File: config.mk
export PLATFORM = sky130hd
export DESIGN_NAME = perf_event_counter
export DESIGN_NICKNAME = d
export VERILOG_FILES = /design/src/rtl/perf_event_counter_pkg.sv /design/src/rtl/perf_cnt_slice.sv /design/src/rtl/perf_event_counter.sv
export SDC_FILE = /design/constraint.sdc
export NUM_CORES = 1
export LEC_CHECK = 0
export BUFFER_PORTS_ARGS = -buffer_cell sky130_fd_sc_hd__buf_2
export CAP_MARGIN = 20
export CORE_MARGIN = 2
export CORE_UTILIZATION = 60
export DETAILED_ROUTE_END_ITERATION = 12
export PLACE_DENSITY = 0.86
export RECOVER_POWER = 100
export SYNTH_ARGS = -nofsm -noshare
export SYNTH_HDL_FRONTEND = slang
export SYNTH_HIERARCHICAL = 1
export SYNTH_SLANG_ARGS = --single-unit
File: constraint.sdc
create_clock -name clk -period 6.9 [get_ports clk]
set_input_delay 2.07 -clock clk [delete_from_list [all_inputs] [get_ports clk]]
set_output_delay 2.07 -clock clk [all_outputs]
set_load 0.005 [all_outputs]
File: src/rtl/perf_event_counter_pkg.sv
// Shared constants for the performance counter bank and the multicycle control FSM.
package perf_event_counter_pkg;

    localparam int NUM_CNT   = 6;

    localparam int CNT_CYC   = 0;
    localparam int CNT_INST  = 1;
    localparam int CNT_BR    = 2;
    localparam int CNT_LD    = 3;
    localparam int CNT_ST    = 4;
    localparam int CNT_ADDIU = 5;

    localparam logic [5:0] OP_LW    = 6'b100011;
    localparam logic [5:0] OP_SW    = 6'b101011;
    localparam logic [5:0] OP_ADDIU = 6'b001001;
    localparam logic [5:0] OP_BEQ   = 6'b000100;
    localparam logic [5:0] OP_BNE   = 6'b000101;
    localparam logic [5:0] OP_J     = 6'b000010;
    localparam logic [5:0] OP_JAL   = 6'b000011;

    typedef logic [NUM_CNT-1:0] ev_vec_t;

endpackage

File: src/rtl/perf_cnt_slice.sv
// One event counter: clear beats freeze beats increment; wrap sets a sticky overflow flag.
module perf_cnt_slice #(
    parameter int WIDTH = 32
) (
    input  logic             clk,
    input  logic             rst,
    input  logic             en_i,
    input  logic             clr_i,
    input  logic             frz_i,
    output logic [WIDTH-1:0] value_o,
    output logic             ovf_o
);

    logic [WIDTH-1:0] cnt_q, cnt_d;
    logic             ovf_q, ovf_d;

    always_comb begin
        cnt_d = cnt_q;
        ovf_d = ovf_q;
        if (clr_i) begin
            cnt_d = '0;
            ovf_d = 1'b0;
        end else if (!frz_i && en_i) begin
            cnt_d = cnt_q + WIDTH'(1);
            if (&cnt_q) ovf_d = 1'b1;
        end
    end

    always_ff @(posedge clk) begin
        if (rst) begin
            cnt_q <= '0;
            ovf_q <= 1'b0;
        end else begin
            cnt_q <= cnt_d;
            ovf_q <= ovf_d;
        end
    end

    assign value_o = cnt_q;
    assign ovf_o   = ovf_q;

endmodule

File: src/rtl/perf_event_counter.sv
// Performance counter bank: classifies each control-FSM cycle into events and counts them.
// Selected counter is returned one cycle later on cnt_rdata; live taps are unregistered.
module perf_event_counter
    import perf_event_counter_pkg::*;
#(
    parameter int         WIDTH    = 32,
    parameter logic [5:0] OP_ADDIU = 6'b001001
) (
    input  logic               clk,
    input  logic               rst,
    input  logic               IRWrite,
    input  logic               MemRead,
    input  logic               MemWrite,
    input  logic               PCWrite,
    input  logic               PCWriteCond,
    input  logic               RegWrite,
    input  logic [5:0]         op,
    input  logic               cnt_freeze,
    input  logic               cnt_clear,
    input  logic [2:0]         cnt_sel,
    output logic [WIDTH-1:0]   cnt_rdata,
    output logic [NUM_CNT-1:0] cnt_ovf,
    output logic [WIDTH-1:0]   inst,
    output logic [WIDTH-1:0]   br,
    output logic [WIDTH-1:0]   ld,
    output logic [WIDTH-1:0]   st,
    output logic [WIDTH-1:0]   addiu
);

    ev_vec_t          ev;
    logic [WIDTH-1:0] cnt_val [NUM_CNT];
    logic [WIDTH-1:0] rdata_q, rdata_d;

    // Fetch also drives MemRead and PCWrite; mask those so only real loads/jumps count.
    always_comb begin
        ev            = '0;
        ev[CNT_CYC]   = 1'b1;
        ev[CNT_INST]  = IRWrite;
        ev[CNT_BR]    = PCWriteCond | (PCWrite & ~IRWrite);
        ev[CNT_LD]    = MemRead & ~IRWrite;
        ev[CNT_ST]    = MemWrite;
        ev[CNT_ADDIU] = RegWrite & (op == OP_ADDIU);
    end

    for (genvar i = 0; i < NUM_CNT; i++) begin : g_cnt
        perf_cnt_slice #(
            .WIDTH (WIDTH)
        ) u_slice (
            .clk     (clk),
            .rst     (rst),
            .en_i    (ev[i]),
            .clr_i   (cnt_clear),
            .frz_i   (cnt_freeze),
            .value_o (cnt_val[i]),
            .ovf_o   (cnt_ovf[i])
        );
    end

    always_comb begin
        rdata_d = '0;
        for (int i = 0; i < NUM_CNT; i++) begin
            if (cnt_sel == 3'(i)) rdata_d = cnt_val[i];
        end
    end

    always_ff @(posedge clk) begin
        if (rst) rdata_q <= '0;
        else     rdata_q <= rdata_d;
    end

    assign cnt_rdata = rdata_q;
    assign inst      = cnt_val[CNT_INST];
    assign br        = cnt_val[CNT_BR];
    assign ld        = cnt_val[CNT_LD];
    assign st        = cnt_val[CNT_ST];
    assign addiu     = cnt_val[CNT_ADDIU];

endmodule

==> results.yml, run 1 <==
sta:
  hold_violations: 0
  setup_viol_count_final: 0
  finClkSkew_ns: 0.0154
  finalSetupTns_ns: 0
  maxSlewHeadroom_pct: -83.7
  fin_crit_sh_pct: 78.7
  rsz0062_at_grt: "false"
  final.min_clock_period_ns: 5.43
  drv_slew: 128
  fmaxAchievable_mhz: 184
  worst_slew_pin_slew_ns: 2.76
  hold_ws_ns: 0.482
critical_path:
  required_ns: 7.31
  reg2reg_to: "g_cnt[5].u_slice/value_o[18]"
  setup.worst_path.class: "input port to flip-flop"
  r2r_cells: 5
  rrSetupSlack_ns: 4.38
  end_kind: "flip-flop"
  reg2reg_from: "g_cnt[5].u_slice/value_o[0]"
  startpoint: "rst"
  crit_path_max_incr_delay_ns: 1.99
  path_cells: "buf_2 > clkbuf_1 > nor2_1 > and2_0 > mux2_1"
  cp_slowest_cell: "clkbuf_1"
  critPathArrivalTime_ns: 5.83
  path_max_fanout: 64
  start_kind: "input port"
power_and_ir_drop:
  switching_power_uw: 635
  comb_power_share_pct: 4.5
  swShare_pct: 23.1
  total_power_uw: 2750
  vdd_drop_max_mv: 0.173
  p_leak_uw: 0.00481
  p_per_area_nw_per_um2: 201
  clock_power_share_pct: 46.7
  p_seq_share_pct: 48.7
  power.internal_uw: 2110
layout:
  multiInputGateArea_um2: 6870
  ff_latch_area_um2: 4600
  nFillCells: 1617
  fin_nets: 1582
  fin_area_um2: 13700
  synthToLayoutAreaGrowth_pct: 14.1
  drive_gt1_share_pct: 13.7
  fin_cells: 1841
job:
  maxCapViolCount: 2
floorplan:
  die_h_um: 145
  die_w_um: 145
  dieArea_um2: 21200
  initial_core_util_pct: 61.5
  ios: 217
  fp-row-count: 51
  core_area_um2: 19500
clock_tree:
  ctsHoldBuffers: 0
  clk_pin_slew_ns: 0.06
  clock_path_buffers: 3
  cts_max_level: 1
  cts.sinks: 230
  post_cts_buffers: 0
  cts_resized: 0
  clock_latency_ns: 0.52
  cts_buffers: 25
  cts-root-buf: "clkbuf_16"
  cts_tree: "yes"
run_status:
  status: "complete, but fails checks"
  violations: "capacitance limit, slew limit"
logic_synthesis:
  yosys.cell_count.top_type: "dfxtp_1"
  syn_area_um2: 12000
  yosys_register_bits: 230
  synth_cell_types: 53
  synth_top_area_share_pct: 38.4
  synthArstFlopShare_pct: 0
  synth_commonest_cells: "dfxtp_1, nand2_1, a21oi_1"
  synth_compound_area_share_pct: 17.2
  synth_top_family_by_area: "simple AND/OR/NAND/NOR gates"
  yosys-top-cells-area: "dfxtp_1, mux2i_1, or3_1"
  yosysTopAreaCell: "dfxtp_1"
  synthAdderAreaFrac_pct: 0.625
  yosysWarnings: 6
  synthCells: 1383
  avgSynthCellArea_um2: 8.68
  synth_edf_count: 0
  synth_seq_area_share_pct: 38.4
  yosys.area_share.simple_pct: 27.0
  synth_flop_cell: "dfxtp_1"
  synthMuxAreaShare_pct: 8.56
  synth_xor_area_share_pct: 3.94
place:
  dp_hpwl_um: 27000
  gp_congestion: 0.978
  placed_area_um2: 13100
  dp_cells: 1794
  io_buffer_count: 216
min_path:
  hp-start: "g_cnt[3].u_slice/ovf_o"
  hp-class: "flip-flop to flip-flop"
  worstHoldPathCells: 1
  hold_end: "g_cnt[3].u_slice/ovf_o"
grt:
  grt_antenna_before_repair: 1
  grt_pass1_wl_um: 59800
  grt_usage_pct: 34.1
  grt_max_degree: 65
  overflow: 0
  grt_pass1_vias: 11200
drt:
  drc: 0
  drtIter0Drc: 1260
  wl_per_cell_um: 20.7
  drt-pass1-iter-count: 8
  routed_wl_um: 38200
  routed-via-count: 12400
  ant_nets: 0
  avgViaCountPerCell: 6.71
## stage by stage
| stage | util (%) | worst slack [ns] |
|---|---|---|
| 2_1_floorplan | - | 2.70 |
| 3_3_place_gp | 66.9 | 2.27 |
| 3_5_place_dp | 66.9 | 2.15 |
| 4_1_cts | 70.9 | 2.68 |
| 5_1_grt | 70.1 | 1.34 |
| 6_report | 70.1 | 1.47 |
## cells in the final DEF, fill, tap and decap left out, drive strengths merged, types with 36 or more instances in the layout
cell type and count:
o21ai 73, clkbuf 137, nand4 54, nor2 89, or3 84, xnor2 36
a21oi 100, buf 119, o31ai 36, mux2 37, dfxtp 230, or4 48
mux2i 61, nand3 42, nand2 107
## power groups by stage
stage / Sequential, µW / Combinational [µW] / Clock, µW
4_1_cts: 1340 / 121 / 1290
2_1_floorplan: 1370 / 85.5 / 0
6_report: 1340 / 125 / 1280
3_3_place_gp: 1370 / 118 / 0
5_1_grt: 1340 / 134 / 1350
3_5_place_dp: 1370 / 120 / 0
## area by class of cell
cell class	count	share of cell area (%)
diodes	1	0.0183
clock buffers	36	5.38
clock inverters	9	0.329
inverters	32	0.877
multi-input cells	1048	50.2
flip-flops and latches	230	33.6
well taps	265	2.42
repair buffers	220	7.19
## kinds of logic (layout without fill, tap and decap cells)
logic type	after synthesis	count (layout)
AO/OA/AOI/OAI	320	320
adder cells (fa/ha/maj)	6	6
XOR/XNOR	54	54
flip-flops	230	230
AND/OR/NAND/NOR	567	567
buffers and inverters	107	297
multiplexers	98	98
other	1	4
## state kept, by name, summed over array words and instances, names as in the netlist
register,count
g_cnt.u_slice/ovf_o,6
cnt_rdata,32
g_cnt.u_slice/value_o,192
## worst max-delay path, delay by kind of cell
family                 cells  cell delay [ns]
buffers and inverters      2             2.34
AND/OR/NAND/NOR            2             1.10
multiplexers               1             0.27
## metal layers
layer / track usage (%) / part of all wire, %
met1: 43.5 / 38
met2: 54.7 / 45
met3: 8.46 / 11
met4: 15.7 / 5.3
met5: 0 / 0
## worst max path at each step
stage | end | cells past startpoint
detailed placement | g_cnt[5].u_slice/value_o[31] | 7
global placement | g_cnt[5].u_slice/value_o[31] | 7
floorplan | g_cnt[5].u_slice/value_o[31] | 7
global route | g_cnt[3].u_slice/value_o[31] | 5
CTS | g_cnt[5].u_slice/value_o[31] | 7
finish | g_cnt[5].u_slice/value_o[31] | 5
Note: power is estimated with default switching activity, not from simulation.
==> run 2: changes to the inputs <==
--- a/config.mk
+++ b/config.mk
@@ -8,9 +8,9 @@
 export BUFFER_PORTS_ARGS = -buffer_cell sky130_fd_sc_hd__buf_2
 export CAP_MARGIN = 20
 export CORE_MARGIN = 2
-export CORE_UTILIZATION = 60
+export CORE_UTILIZATION = 51
 export DETAILED_ROUTE_END_ITERATION = 12
-export PLACE_DENSITY = 0.86
+export PLACE_DENSITY = 0.78
 export RECOVER_POWER = 100
 export SYNTH_ARGS = -nofsm -noshare
 export SYNTH_HDL_FRONTEND = slang
==> constraint.sdc (replaced) <==
create_clock -name clk -period 4.6 [get_ports clk]
set_input_delay 1.38 -clock clk [delete_from_list [all_inputs] [get_ports clk]]
set_output_delay 1.38 -clock clk [all_outputs]
set_load 0.005 [all_outputs]
==> results.yml, run 2 (synthesis results as in run 1) <==
run_status:
  status: "complete, but fails checks"
  violations: "capacitance limit, slew limit"
clock_tree:
  cts.sinks: 230
  clk_pin_slew_ns: 0.06
  clock_path_buffers: 3
  cts_resized: 0
  cts_buffers: 26
  cts_tree: "yes"
  clock_latency_ns: 0.53
  cts-root-buf: "clkbuf_16"
  ctsHoldBuffers: 0
  post_cts_buffers: 0
  cts_max_level: 1
power_and_ir_drop:
  vdd_drop_max_mv: 0.212
  p_leak_uw: 0.00475
  clock_power_share_pct: 46.8
  switching_power_uw: 946
  power.internal_uw: 3190
  total_power_uw: 4130
  swShare_pct: 22.9
  p_per_area_nw_per_um2: 300
  p_seq_share_pct: 48.7
  comb_power_share_pct: 4.5
drt:
  drtIter0Drc: 1152
  drt-pass1-iter-count: 6
  drc: 0
  wl_per_cell_um: 20.2
  routed-via-count: 12000
  avgViaCountPerCell: 6.32
  ant_nets: 0
  routed_wl_um: 38400
layout:
  fin_nets: 1585
  drive_gt1_share_pct: 12.6
  layout_common_cells: "dfxtp_1, clkbuf_1, nand2_1"
  layout.cells.most_common: "dfxtp_1"
  synthToLayoutAreaGrowth_pct: 14.7
  largest_reg_flops: 192
sta:
  maxSlewHeadroom_pct: -36.8
  fin_crit_sh_pct: 88.4
  drv_slew: 128
  finClkSkew_ns: 0.0159
  final.min_clock_period_ns: 4.07
  worst_slew_pin_slew_ns: 2.05
  setup_viol_count_final: 0
  hold_violations: 0
  rsz0062_at_grt: "false"
  fmaxAchievable_mhz: 246
  finalSetupTns_ns: 0
critical_path:
  cp_slowest_cell: "clkbuf_1"
  setup.worst_path.class: "input port to flip-flop"
  required_ns: 5.01
  crit_family: "buffers and inverters"
  cp.buffers_inverters: 1
  start_kind: "input port"
  path_cells: "clkbuf_1 > or2_0 > nor2_1 > mux2_1"
  end_kind: "flip-flop"
  path_max_fanout: 42
  crit_path_max_incr_delay_ns: 1.43
  critPathArrivalTime_ns: 4.48
floorplan:
  die_h_um: 157
  ios: 217
  dieArea_um2: 24800
  fp-row-count: 56
  core_area_um2: 23300
  die_w_um: 157
  initial_core_util_pct: 51.6
min_path:
  hp-class: "flip-flop to flip-flop"
grt:
  grt_pass1_wl_um: 58300
  grt_usage_pct: 29.6
  overflow: 0
  grt_max_degree: 70
  grt_pass1_vias: 10600
  grt_antenna_before_repair: 2
place:
  io_buffer_count: 216
  gp_congestion: 0.957
  dp_hpwl_um: 27500
job:
  maxCapViolCount: 4
-- run 2: cell count changes in the layout (fill, tap and decap cells not counted), sizes merged --
| cell | change |
|---|---|
| buf | -11 |
| inv | +1 |
| clkinv | -6 |
| clkbuf | +17 |
-- run 2: stage by stage --
step	cells	worst slack [ns]	util [%]	area [µm²]	hold slack, ns
finish	1896	0.534	59.2	13800	0.480
global route	1896	0.451	59.2	13800	0.507
CTS	1895	1.11	59.9	13900	0.477
detailed placement	1851	0.589	56.6	13200	0.464
global placement	1851	0.673	56.6	13200	0.465
floorplan	1385	1.09	-	12000	0.466
-- run 2: cell type report --
class,instances,area (µm²)
fill,2157,9490
multi-input combinational,1048,6890
sequential,230,4600
timing repair buffer,222,977
clock buffer,40,754
tap,319,399
inverter,32,120
clock inverter,4,26.3
antenna,1,2.50
-- run 2: power groups by stage --
stage                     logic [µW]  registers (µW)  clock network (µW)
after floorplan                  128            2050                   0
after global placement           182            2050                   0
after detailed placement         185            2050                   0
after CTS                        186            2010                1960
after global routing             202            2010                2030
final                            187            2010                1930
-- run 2: final timing paths --
kind | start | endpoint | slack (ns) | depth (start not counted)
setup reg to reg | g_cnt[3].u_slice/value_o[1] | g_cnt[3].u_slice/value_o[28] | 2.08 | 5
hold / removal | g_cnt[3].u_slice/ovf_o | g_cnt[3].u_slice/ovf_o | 0.48 | 1
hold reg to reg | g_cnt[3].u_slice/ovf_o | g_cnt[3].u_slice/ovf_o | 0.48 | 1
setup / recovery | cnt_clear | g_cnt[4].u_slice/value_o[31] | 0.53 | 4
-- run 2: routing by layer --
layer | vias up | global-route usage (%) | part of all wire [%]
li1 | 5621 | - | -
met1 | 5700 | 37.5 | 40
met2 | 576 | 47.7 | 46
met3 | 81 | 8.92 | 10
met4 | 2 | 10.5 | 3.3
met5 | - | 0 | 0.034
